===== config.mk =====
export PLATFORM = sky130hd
export DESIGN_NAME = off_chip_nibble_rx
export DESIGN_NICKNAME = d
export VERILOG_FILES = /design/src/rtl/off_chip_nibble_rx.sv
export SDC_FILE = /design/constraint.sdc
export NUM_CORES = 1
export LEC_CHECK = 0
export ABC_CLOCK_PERIOD_IN_PS = 3700
export CAP_MARGIN = 5
export CELL_PAD_IN_SITES_DETAIL_PLACEMENT = 0
export CELL_PAD_IN_SITES_GLOBAL_PLACEMENT = 1
export CORE_MARGIN = 2
export CORE_UTILIZATION = 46
export CTS_CLUSTER_DIAMETER = 60
export CTS_CLUSTER_SIZE = 30
export DETAILED_ROUTE_END_ITERATION = 10
export GPL_ROUTABILITY_DRIVEN = 0
export PLACE_DENSITY = 0.83
export REMOVE_ABC_BUFFERS = 1
export SLEW_MARGIN = 20
export SYNTH_ARGS = -nofsm -noshare
export SYNTH_HDL_FRONTEND = slang
export SYNTH_SLANG_ARGS = --single-unit

===== constraint.sdc =====
create_clock -name clk -period 3.7 [get_ports clk]
set_input_delay 0.555 -clock clk [delete_from_list [all_inputs] [get_ports clk]]
set_output_delay 0.555 -clock clk [all_outputs]
set_load 0.01 [all_outputs]

===== src/rtl/off_chip_nibble_rx.sv =====
// off_chip_nibble_rx
//   Receives 4-bit nibbles from an off-chip transmitter over a credit-based
//   link, buffers them in a DEPTH-entry FIFO and reassembles pairs of
//   nibbles into bytes for a valid/ready consumer.
//
//   Parameters:
//     DEPTH       buffer entries (power of two, 2..16)
//
//   Ports:
//     clk         clock, rising edge
//     rst         synchronous, active-high reset
//     link_data   nibble from the transmitter
//     link_valid  link_data valid this cycle (no ready: credit flow control)
//     link_parity even parity of link_data (OFF_CHIP_RX_PARITY_EN only)
//     credit_ret  one-cycle pulse per popped nibble, returns one credit
//     data_out    reassembled byte
//     valid_out   data_out holds a valid byte
//     ready       consumer accepts data_out when valid_out && ready
//     occupancy   buffer entries in use, 0..DEPTH
//     overflow    sticky: a nibble arrived while the buffer was full
//     parity_err  sticky: a popped nibble failed parity (OFF_CHIP_RX_PARITY_EN only)
//     state_dbg   reassembly FSM state (0=LO, 1=HI, 2=OUT)
//
//   Handshake: a byte transfers on a rising edge where valid_out and ready
//   are both high; data_out is held stable while valid_out && !ready.
//
//   Optional feature macro: OFF_CHIP_RX_PARITY_EN adds per-nibble parity
//   storage and checking.
module off_chip_nibble_rx #(
  parameter int DEPTH = 8
) (
  input  logic                     clk,
  input  logic                     rst,
  input  logic [3:0]               link_data,
  input  logic                     link_valid,
`ifdef OFF_CHIP_RX_PARITY_EN
  input  logic                     link_parity,
  output logic                     parity_err,
`endif
  output logic                     credit_ret,
  output logic [7:0]               data_out,
  output logic                     valid_out,
  input  logic                     ready,
  output logic [$clog2(DEPTH):0]   occupancy,
  output logic                     overflow,
  output logic [1:0]               state_dbg
);

  localparam int AW = $clog2(DEPTH);
`ifdef OFF_CHIP_RX_PARITY_EN
  localparam int EW = 5;
`else
  localparam int EW = 4;
`endif

  typedef enum logic [1:0] {
    ST_LO  = 2'd0,
    ST_HI  = 2'd1,
    ST_OUT = 2'd2
  } state_t;

  state_t        state;
  logic [EW-1:0] mem [DEPTH];
  logic [AW:0]   wptr, rptr;
  logic [AW:0]   wptr_nxt, rptr_nxt;
  logic [3:0]    lo_reg;
  logic [EW-1:0] rd_entry;
  logic [EW-1:0] wr_entry;
  logic          full, empty, wr_en, pop;

  // Pointers carry one extra wrap bit: equal means empty, differing only in
  // the wrap bit means full. Both flags come from registered pointers, so
  // fullness is the value at the start of the cycle.
  assign full  = (wptr[AW] != rptr[AW]) && (wptr[AW-1:0] == rptr[AW-1:0]);
  assign empty = (wptr == rptr);
  assign wr_en = link_valid && !full;

  assign rd_entry  = mem[rptr[AW-1:0]];
  assign state_dbg = state;

`ifdef OFF_CHIP_RX_PARITY_EN
  assign wr_entry = {link_parity, link_data};
`else
  assign wr_entry = link_data;
`endif

  // At most one pop per cycle, decided by the FSM state.
  always_comb begin
    pop = 1'b0;
    case (state)
      ST_LO:   pop = !empty;
      ST_HI:   pop = !empty;
      ST_OUT:  pop = ready && !empty;
      default: pop = 1'b0;
    endcase
  end

  assign wptr_nxt = wptr + {{AW{1'b0}}, wr_en};
  assign rptr_nxt = rptr + {{AW{1'b0}}, pop};

  // Storage has no reset; contents are discarded by resetting the pointers.
  always_ff @(posedge clk) begin
    if (!rst && wr_en) mem[wptr[AW-1:0]] <= wr_entry;
  end

  always_ff @(posedge clk) begin
    if (rst) begin
      wptr       <= '0;
      rptr       <= '0;
      occupancy  <= '0;
      state      <= ST_LO;
      lo_reg     <= 4'h0;
      data_out   <= 8'h00;
      valid_out  <= 1'b0;
      credit_ret <= 1'b0;
      overflow   <= 1'b0;
`ifdef OFF_CHIP_RX_PARITY_EN
      parity_err <= 1'b0;
`endif
    end else begin
      wptr       <= wptr_nxt;
      rptr       <= rptr_nxt;
      // Registered copy of wptr - rptr after this edge's write and pop.
      occupancy  <= wptr_nxt - rptr_nxt;
      credit_ret <= pop;
      // A nibble into a full buffer is lost even if a pop frees space now.
      if (link_valid && full) overflow <= 1'b1;
`ifdef OFF_CHIP_RX_PARITY_EN
      if (pop && ((^rd_entry[3:0]) != rd_entry[4])) parity_err <= 1'b1;
`endif
      case (state)
        ST_LO: begin
          if (!empty) begin
            lo_reg <= rd_entry[3:0];
            state  <= ST_HI;
          end
        end
        ST_HI: begin
          if (!empty) begin
            // First nibble {b5,b4,b1,b0}, second nibble {b7,b6,b3,b2}.
            data_out  <= {rd_entry[3:2], lo_reg[3:2], rd_entry[1:0], lo_reg[1:0]};
            valid_out <= 1'b1;
            state     <= ST_OUT;
          end
        end
        ST_OUT: begin
          if (ready) begin
            valid_out <= 1'b0;
            if (!empty) begin
              lo_reg <= rd_entry[3:0];
              state  <= ST_HI;
            end else begin
              state <= ST_LO;
            end
          end
        end
        default: state <= ST_LO;
      endcase
    end
  end

endmodule


# ---- Word-level counts from Yosys, hierarchy flattened
# Memory sizes are Yosys's and may differ from the RTL's. A register that Yosys moved wholly into a read port is not among the register bits.
# Cells that the tools add are included.
dict set report totals {
  out_inout_bits 17
  reg_bits 29
  in_bits 8
  wordCells 53
  memories 1
  ramBits 32
}
# name depth width read_ports rd_ports_with_merged_regs write_ports line
set mem_list {}
lappend mem_list {mem 8 4 1 1 1 63} ;# logic [EW-1:0] mem [DEPTH];
dict set report classes {
  eq_ne 8
  bitwise_logic 1
  reduce_logical 16
  addsub 3
  n_mux 15
}
# operator n
set op_table {}
lappend op_table {{$add 4x1->4} 2}
lappend op_table {{$mux 4} 2}
lappend op_table {{$pmux 4 s2} 1}
lappend op_table {{$mux 2} 3}
lappend op_table {{$ne 2x2->1 const B} 3}
lappend op_table {{$pmux 2 s3} 1}
lappend op_table {{$reduce_and 3->1} 2}
lappend op_table {{$logic_and 1x1->1} 5}
lappend op_table {{$mux 1} 5}
lappend op_table {{$eq 4x4->1} 1}
lappend op_table {{$pmux 1 s2} 2}
lappend op_table {{$reduce_and 2->1} 2}
lappend op_table {{$reduce_bool 2->1} 2}
lappend op_table {{$sub 4x4->4} 1}
lappend op_table {{$eq 3x3->1} 1}
lappend op_table {{$logic_not 1->1} 3}
lappend op_table {{$mux 3} 1}
lappend op_table {{$eq 2x1->1 const B} 1}
lappend op_table {{$eq 2x2->1 const B} 1}
lappend op_table {{$logic_not 2->1} 1}
lappend op_table {{$reduce_or 2->1} 1}
lappend op_table {{$ne 1x1->1} 1}
lappend op_table {{$not 1->1} 1}

# ---- Depth between registers and ports, before layout
# Gate-level depths: netlist of the first run.
dict set report depth {
  ltp_word 7
  mapped_depth 12
}

# ---- Worst setup path after synthesis of the first run
# No wires, ideal clock.
dict set report synth_path {
  path_type {reg-to-reg}
  from {register rptr[1]}
  to {register occupancy[3]}
  arrival_time_ns 2.616
  t_required_ns 3.578
  path_slack_ns 0.962
  path_stages_with_launch 13
  cell_sequence {dfxtp_1 > buf_2 > xor2_2 > nor4_1 > nor2b_1 > ha_1 > ha_1 > xnor2_1 > ha_1 > nor2b_1 > a221oi_1 > or2_2 > mux2i_1}
}
dict set report synth_between {
  elab_chain_len 6
}
# item line
set synth_rtl {}
lappend synth_rtl {{start, declared} 64} ;# logic [AW:0] wptr, rptr;
lappend synth_rtl {{start signal, assigned} 122} ;# rptr <= rptr_nxt;
lappend synth_rtl {{$eq 4x4->1 *} 75} ;# assign empty = (wptr == rptr);
lappend synth_rtl {{$logic_not 1->1 *} -}
lappend synth_rtl {{$logic_and 1x1->1} 93} ;# ST_OUT: pop = ready && !empty;
lappend synth_rtl {{$pmux 1 s2 *} 90} ;# case (state)
lappend synth_rtl {{via pop} 69} ;# logic full, empty, wr_en, pop;
lappend synth_rtl {{$add 4x1->4 *} 99} ;# assign rptr_nxt = rptr + {{AW{1'b0}}, pop};
lappend synth_rtl {{$sub 4x4->4 *} 124} ;# occupancy <= wptr_nxt - rptr_nxt;
lappend synth_rtl {{end signal, assigned} 124}
lappend synth_rtl {{end, declared} 44} ;# output logic [$clog2(DEPTH):0] occupancy,
# The timed path passes the listed nets; every way through them passes the cells marked *.
# A chain may end at the register's enable or synchronous reset.

# ---- Worst setup path after layout of the first run
dict set report layout_path {
  from {register rptr[0]}
  to {register occupancy[3]}
}
# The elaborated chain is that of the path after synthesis.

==> results of run 1 <==
routing by layer:
metal / vias to the layer above / track usage [%] / wire [um]
li1: 764 / - / -
met1: 685 / 22.82 / 2246
met2: 37 / 22.82 / 1924
met3: 8 / 3.750 / 154
met4: 0 / 9.310 / 108
met5: - / 0 / 0
cell families (layout without fill, tap and decap cells):
group / after synthesis / in the layout / synth area share (%)
flip-flops: 61 / 61 / 59.81
adder cells (fa/ha/maj): 8 / 8 / 3.884
XOR/XNOR: 12 / 12 / 4.369
AO/OA/AOI/OAI: 13 / 13 / 3.592
multiplexers: 25 / 25 / 11.65
buffers and inverters: 15 / 47 / 3.155
AND/OR/NAND/NOR: 66 / 66 / 13.54
worst min-delay path: cells and delay by family (launching register included):
family | cells | cell delay [ps]
flip-flops | 1 | 330
AND/OR/NAND/NOR | 1 | 70
AO/OA/AOI/OAI | 1 | 40
synthesized netlist by cell type, drive strengths merged:
library cell / n / area (um^2)
nor2: 20 / 75.07
a21oi: 3 / 15.01
nand2b: 10 / 62.56
mux2i: 21 / 210.2
nand3b: 1 / 7.510
nor3: 2 / 15.01
or2b: 1 / 7.510
or2: 5 / 31.28
xor2: 8 / 77.58
o21ai: 1 / 5.000
edfxtp: 32 / 960.9
nor2b: 11 / 68.82
mux4: 4 / 90.09
a221oi: 1 / 8.760
or3b: 1 / 11.26
dfxtp: 29 / 580.6
buf: 7 / 51.30
inv: 4 / 15.01
nor4: 2 / 12.51
a31oi: 5 / 31.28
a211o: 1 / 8.760
nand3: 7 / 35.03
o41a: 2 / 23.77
nand2: 6 / 22.52
xnor2: 4 / 35.03
ha: 8 / 100.1
clkbuf: 4 / 15.01
placed cells by master, fill, tap and decap left out:
master,count
dfxtp_1,29
o21ai_0,1
nand2b_1,10
clkinv_1,1
xor2_2,1
nand3b_1,1
or2b_1,1
nand3_1,7
mux2i_1,21
a31oi_1,5
clkbuf_8,9
a221oi_1,1
nor4_1,2
clkdlybuf4s50_1,24
a211o_1,1
or2_0,4
edfxtp_1,32
nor3_2,1
buf_4,3
o41a_1,1
nor2b_1,11
a21oi_1,3
o41a_2,1
nor3_1,1
or3b_4,1
ha_1,8
clkinvlp_4,1
nand2_1,6
mux4_2,4
xnor2_1,4
or2_2,1
inv_2,1
bufinv_16,5
inv_1,3
xor2_1,7
nor2_1,20
power groups by stage:
stage	Combinational (mW)	Sequential (mW)	Clock, mW
global route	0.648	0.850	0.882
detailed placement	0.581	0.857	0
finish	0.575	0.842	0.842
floorplan	0.343	0.896	0
CTS	0.584	0.841	0.857
global placement	0.579	0.854	0
worst max-delay path by stage:
stage | cells past startpoint | slack [ps] | to | from
2_1_floorplan | 11 | 630 | occupancy[3] | rptr[1]
3_3_place_gp | 12 | 710 | occupancy[3] | ready
3_5_place_dp | 12 | 670 | occupancy[3] | ready
4_1_cts | 11 | 720 | occupancy[3] | rptr[0]
5_1_grt | 11 | 250 | occupancy[3] | rptr[0]
6_report | 11 | 730 | occupancy[3] | rptr[0]
metrics by stage:
| step | cell area (um^2) | std cells | hold WS [ps] | total power, mW |
|---|---|---|---|---|
| CTS | 3149 | 304 | 480.8 | 2.282 |
| finish | 3149 | 304 | 476.1 | 2.258 |
| detailed placement | 2864 | 288 | 462.8 | 1.438 |
| global route | 3149 | 304 | 508.8 | 2.380 |
| global placement | 2864 | 288 | 461.2 | 1.432 |
| floorplan | 2511 | 189 | 451.4 | 1.239 |
final cells by class:
type                            count  share of cell area (%)
Inverter                            4                  0.4768
Tap cell                           72                   2.861
Clock buffer                        9                   3.933
Multi-Input combinational cell    124                   30.31
Timing Repair Buffer               27                   8.343
Clock inverter                      7                   5.125
Sequential cell                    61                   48.95
==> out/qor.txt, run 1 <==
Antenna diodes -> 0
final setup fails -> 0
total clock sinks -> 61
register area share after synthesis -> 59.81%
sw frac -> 25.81%
Residual DRC -> 0
Hold Path Stages -> 2
CTS buffer count -> 9
vias in the first global route -> 1,475
hpwl dp -> 3.035 mm
crit-path cells -> xor2_1 > nor4_1 > nor2b_1 > ha_1 > ha_1 > xnor2_1 > ha_1 > nor2b_1 > a221oi_1 > or2_2 > mux2i_1
Mean Syn Cell Area -> 12.89 um^2
gr usage total -> 16.16%
die outline height -> 78.86 um
clock share of power -> 37.3%
Final nets -> 243
VDD IR max -> 0.3450 mV
Max Clock Freq -> 336.4 MHz
fraction of layout cells with a size suffix above 1 -> 12.07%
Comb pwr share -> 25.5%
Tmin final -> 2973 ps
hold_buf cts -> 0
delay-heaviest family, CP -> simple AND/OR/NAND/NOR gates
die area -> 6218 um^2
total of max-cap violations -> 0
Post CTS Setup Buffer Count -> 0
setup TNS -> 0 ps
Starting Density -> 47.10%
Critical Path Max Stage Delay -> 510 ps
sw power -> 582.7 uW
synth unique cells -> 34
Die W -> 78.86 um
largest net degree at the start of global routing -> 35
Hold Startpoint -> overflow
reg2reg path depth -> 11
Syn Std Cell Area -> 2577 um^2
clock-pin slew on the worst setup and hold paths -> 70 ps
Hold Violations, Final -> 0
Power Density -> 717.0 nW/um^2
hold worst-path end -> overflow
CP Launch Type -> flop
TritonCTS clock tree -> done
crit-path most repeated cell -> ha_1
final period utilization -> 80.35%
CP required -> 3920 ps
post-CTS sizing -> 0
Sequential Power Share -> 37.3%
FF/Latch Area -> 1541 um^2
Slew HR -> 53.00%
Post-Route WL -> 4.434 mm
Largest register FFs -> 32
Ys Warns -> 0
WS Path Type -> flop to flop
area of the multi-input gates -> 954.7 um^2
initial antenna violation count -> 0
Final WS setup -> 726.9 ps
Min-Delay Path Class -> flop to flop
Port-buffer cells -> 24
Slew Viols, Final -> 0
Detail Route Antenna Nets -> 0
Reg-to-Reg End -> occupancy[3]
Worst Path Arrival -> 3190 ps
Post-Place Setup Slack -> 665.1 ps
total congestion overflow -> 0
cell count after synthesis -> 200
Top Ports -> 25
Area Overhead vs Synth -> 22.18%
number of cell rows -> 27
DRT iter0 DRCs -> 69
worst r2r src -> rptr[0]
Core Util, Final -> 57.54%
setup slack, reg-to-reg -> 730 ps
Critical Path Fanout Max -> 11
CP max-delay cell -> dfxtp_1
status -> completed
drt wl/cell -> 14.59 um
RSZ-0062 raised after global routing -> no
Filler cells -> 464
first-pass GRT wire length -> 7.376 mm
DRT Pass-1 Iters -> 4
Vias/cell -> 4.914
Worst setup EP type -> flop
Leak -> 1.140 nW
Worst-Skew Late Latency -> 330 ps
core area -> 5473 um^2
Via Count -> 1,494
crit path buf inv count -> 0
measured slew at the worst slew-check pin -> 699.6 ps
Root Driver -> clkbuf_8
Yosys reg bits -> 61
htree depth -> 3
Max Root-Sink Buffers -> 2
internal power -> 1.675 mW
clock skew -> 7.449 ps
Note: power is estimated with default switching activity, not from simulation.
==> run 2: changes to the inputs <==
--- a/config.mk
+++ b/config.mk
@@ -5,7 +5,7 @@
 export SDC_FILE = /design/constraint.sdc
 export NUM_CORES = 1
 export LEC_CHECK = 0
-export ABC_CLOCK_PERIOD_IN_PS = 3700
+export ABC_CLOCK_PERIOD_IN_PS = 2900
 export CAP_MARGIN = 5
 export CELL_PAD_IN_SITES_DETAIL_PLACEMENT = 0
 export CELL_PAD_IN_SITES_GLOBAL_PLACEMENT = 1
==> constraint.sdc (replaced) <==
create_clock -name clk -period 2.9 [get_ports clk]
set_input_delay 0.435 -clock clk [delete_from_list [all_inputs] [get_ports clk]]
set_output_delay 0.435 -clock clk [all_outputs]
set_load 0.01 [all_outputs]
==> out/qor.txt, run 2 (synthesized netlist as in run 1, its figures left out) <==
Post-Route WL -> 4.032 mm (-9.1%)
clock skew -> 8.370 ps (+0.9216 ps)
most common cell after layout, fill and taps aside -> edfxtp_1
Starting Density -> 47.10% (unchanged)
Antenna diodes -> 0 (unchanged)
Largest register FFs -> 32 (unchanged)
drt wl/cell -> 13.05 um (-11%)
Detail Route Antenna Nets -> 0 (unchanged)
measured slew at the worst slew-check pin -> 649.5 ps (-50.12 ps)
Final nets -> 248 (+2.1%)
Leak -> 1.121 nW (-1.7%)
CTS buffer count -> 9 (unchanged)
Final WS setup -> 172.6 ps (-554.3 ps)
WS Path Type -> flop to flop
Die W -> 78.86 um (unchanged)
die area -> 6218 um^2 (unchanged)
Critical Path Fanout Max -> 4 (-7)
Placed Area -> 2902 um^2 (+1.3%)
Power Density -> 830.9 nW/um^2 (+16%)
Worst-Skew Late Latency -> 330 ps (about the same)
total congestion overflow -> 0 (unchanged)
CP required -> 3120 ps (-800 ps)
Final Power -> 2.576 mW (+14%)
Top Ports -> 25 (unchanged)
DRT iter0 DRCs -> 36 (-48%)
Residual DRC -> 0 (unchanged)
initial antenna violation count -> 0 (unchanged)
number of cell rows -> 27 (unchanged)
Hold Path Stages -> 2 (unchanged)
Max Root-Sink Buffers -> 2 (unchanged)
hold_buf cts -> 0 (unchanged)
setup slack, reg-to-reg -> 170 ps (-550 ps)
Hold Violations, Final -> 0 (unchanged)
final instance area -> 3100 um^2 (-1.5%)
Worst setup EP type -> flop
Vias/cell -> 4.900 (-0.30%)
Reg-to-Reg End -> occupancy[3]
Area Overhead vs Synth -> 20.29%
Post CTS Setup Buffer Count -> 0 (unchanged)
die outline height -> 78.86 um (unchanged)
Post-Layout Cell Count -> 309 (+1.6%)
VDD IR max -> 0.4204 mV (+22%)
commonest non-fill, non-tap cells in the layout -> edfxtp_1 (32), dfxtp_1 (29), clkdlybuf4s50_1 (24)
Min-Delay Path Class -> flop to flop
Worst Path Arrival -> 2950 ps (-240 ps)
Via Count -> 1,514 (+1.3%)
DRT Pass-1 Iters -> 4 (unchanged)
first-pass GRT wire length -> 6.575 mm (-11%)
clock-pin slew on the worst setup and hold paths -> 70 ps (about the same)
Max Clock Freq -> 366.6 MHz (+9.0%)
Port-buffer cells -> 24 (unchanged)
hold worst-path end -> data_out[7]
Slew Viols, Final -> 0 (unchanged)
TritonCTS clock tree -> done
reg2reg path depth -> 10 (-1)
Post-Place Setup Slack -> 5.828 ps (-659.3 ps)
post-CTS sizing -> 0 (unchanged)
Slew HR -> 56.70% (+3.7 points)
vias in the first global route -> 1,443 (-2.2%)
final setup fails -> 0 (unchanged)
total of max-cap violations -> 0 (unchanged)
Tmin final -> 2727 ps (-245.7 ps)
Core Util, Final -> 56.65% (-0.89 points)
final period utilization -> 94.05% (+14 points)
largest net degree at the start of global routing -> 35 (unchanged)
core area -> 5473 um^2 (unchanged)
worst r2r src -> wptr[0]
total clock sinks -> 61 (unchanged)
placed cells -> 293 (+1.7%)
Root Driver -> clkbuf_8
fraction of layout cells with a size suffix above 1 -> 14.35% (+2.3 points)
Hold Startpoint -> data_out[7]
htree depth -> 3 (unchanged)
status -> completed
CP Launch Type -> flop
gr usage total -> 14.34% (-1.8 points)
hpwl dp -> 2.860 mm (-5.8%)
RSZ-0062 raised after global routing -> no
## run 2: worst max-delay path by stage
stage | startpoint | end | cells after the start
3_3_place_gp | ready | occupancy[3] | 12
3_5_place_dp | ready | occupancy[3] | 12
2_1_floorplan | rptr[1] | occupancy[3] | 11
6_report | wptr[0] | occupancy[3] | 10
5_1_grt | wptr[0] | occupancy[3] | 11
4_1_cts | wptr[0] | occupancy[3] | 10
## run 2: critical path, cell delays in order (launching register included)
cell	delay, ps
dfxtp_1	410
xor2_1	140
o41a_2	550
ha_1	220
ha_1	190
xor2_1	150
ha_1	310
nor2b_1	140
a221oi_1	280
or2_2	160
mux2i_1	50
## run 2: area by class of cell
| cell class | instances | area [um^2] |
|---|---|---|
| inverter | 4 | 15.01 |
| sequential | 61 | 1541 |
| fill | 480 | 2372 |
| multi-input combinational | 124 | 954.7 |
| clock inverter | 7 | 75.07 |
| clock buffer | 9 | 123.9 |
| timing repair buffer | 32 | 300.3 |
| tap | 72 | 90.09 |
## run 2: metrics by stage
step	TNS [ps]	hold slack, ps
finish	0	471.3
global route	0	490.1
CTS	0	477.7
detailed placement	0	465.3
global placement	0	460.4
floorplan	-165.1	451.4
## run 2: layer usage
metal	routed length [um]	GRT usage, %	vias to the layer above
li1	-	-	767
met1	1907	17.40	702
met2	1831	22.14	32
met3	166	3.864	13
met4	125	10.17	0
met5	0	0	-
## run 2: power breakdown
part / switching (mW) / internal (mW) / total (mW) / leakage (nW)
Combinational: 0.361 / 0.412 / 0.773 / 0.503
Sequential: 0.0517 / 1.01 / 1.06 / 0.526
Clock: 0.344 / 0.399 / 0.743 / 0.0918
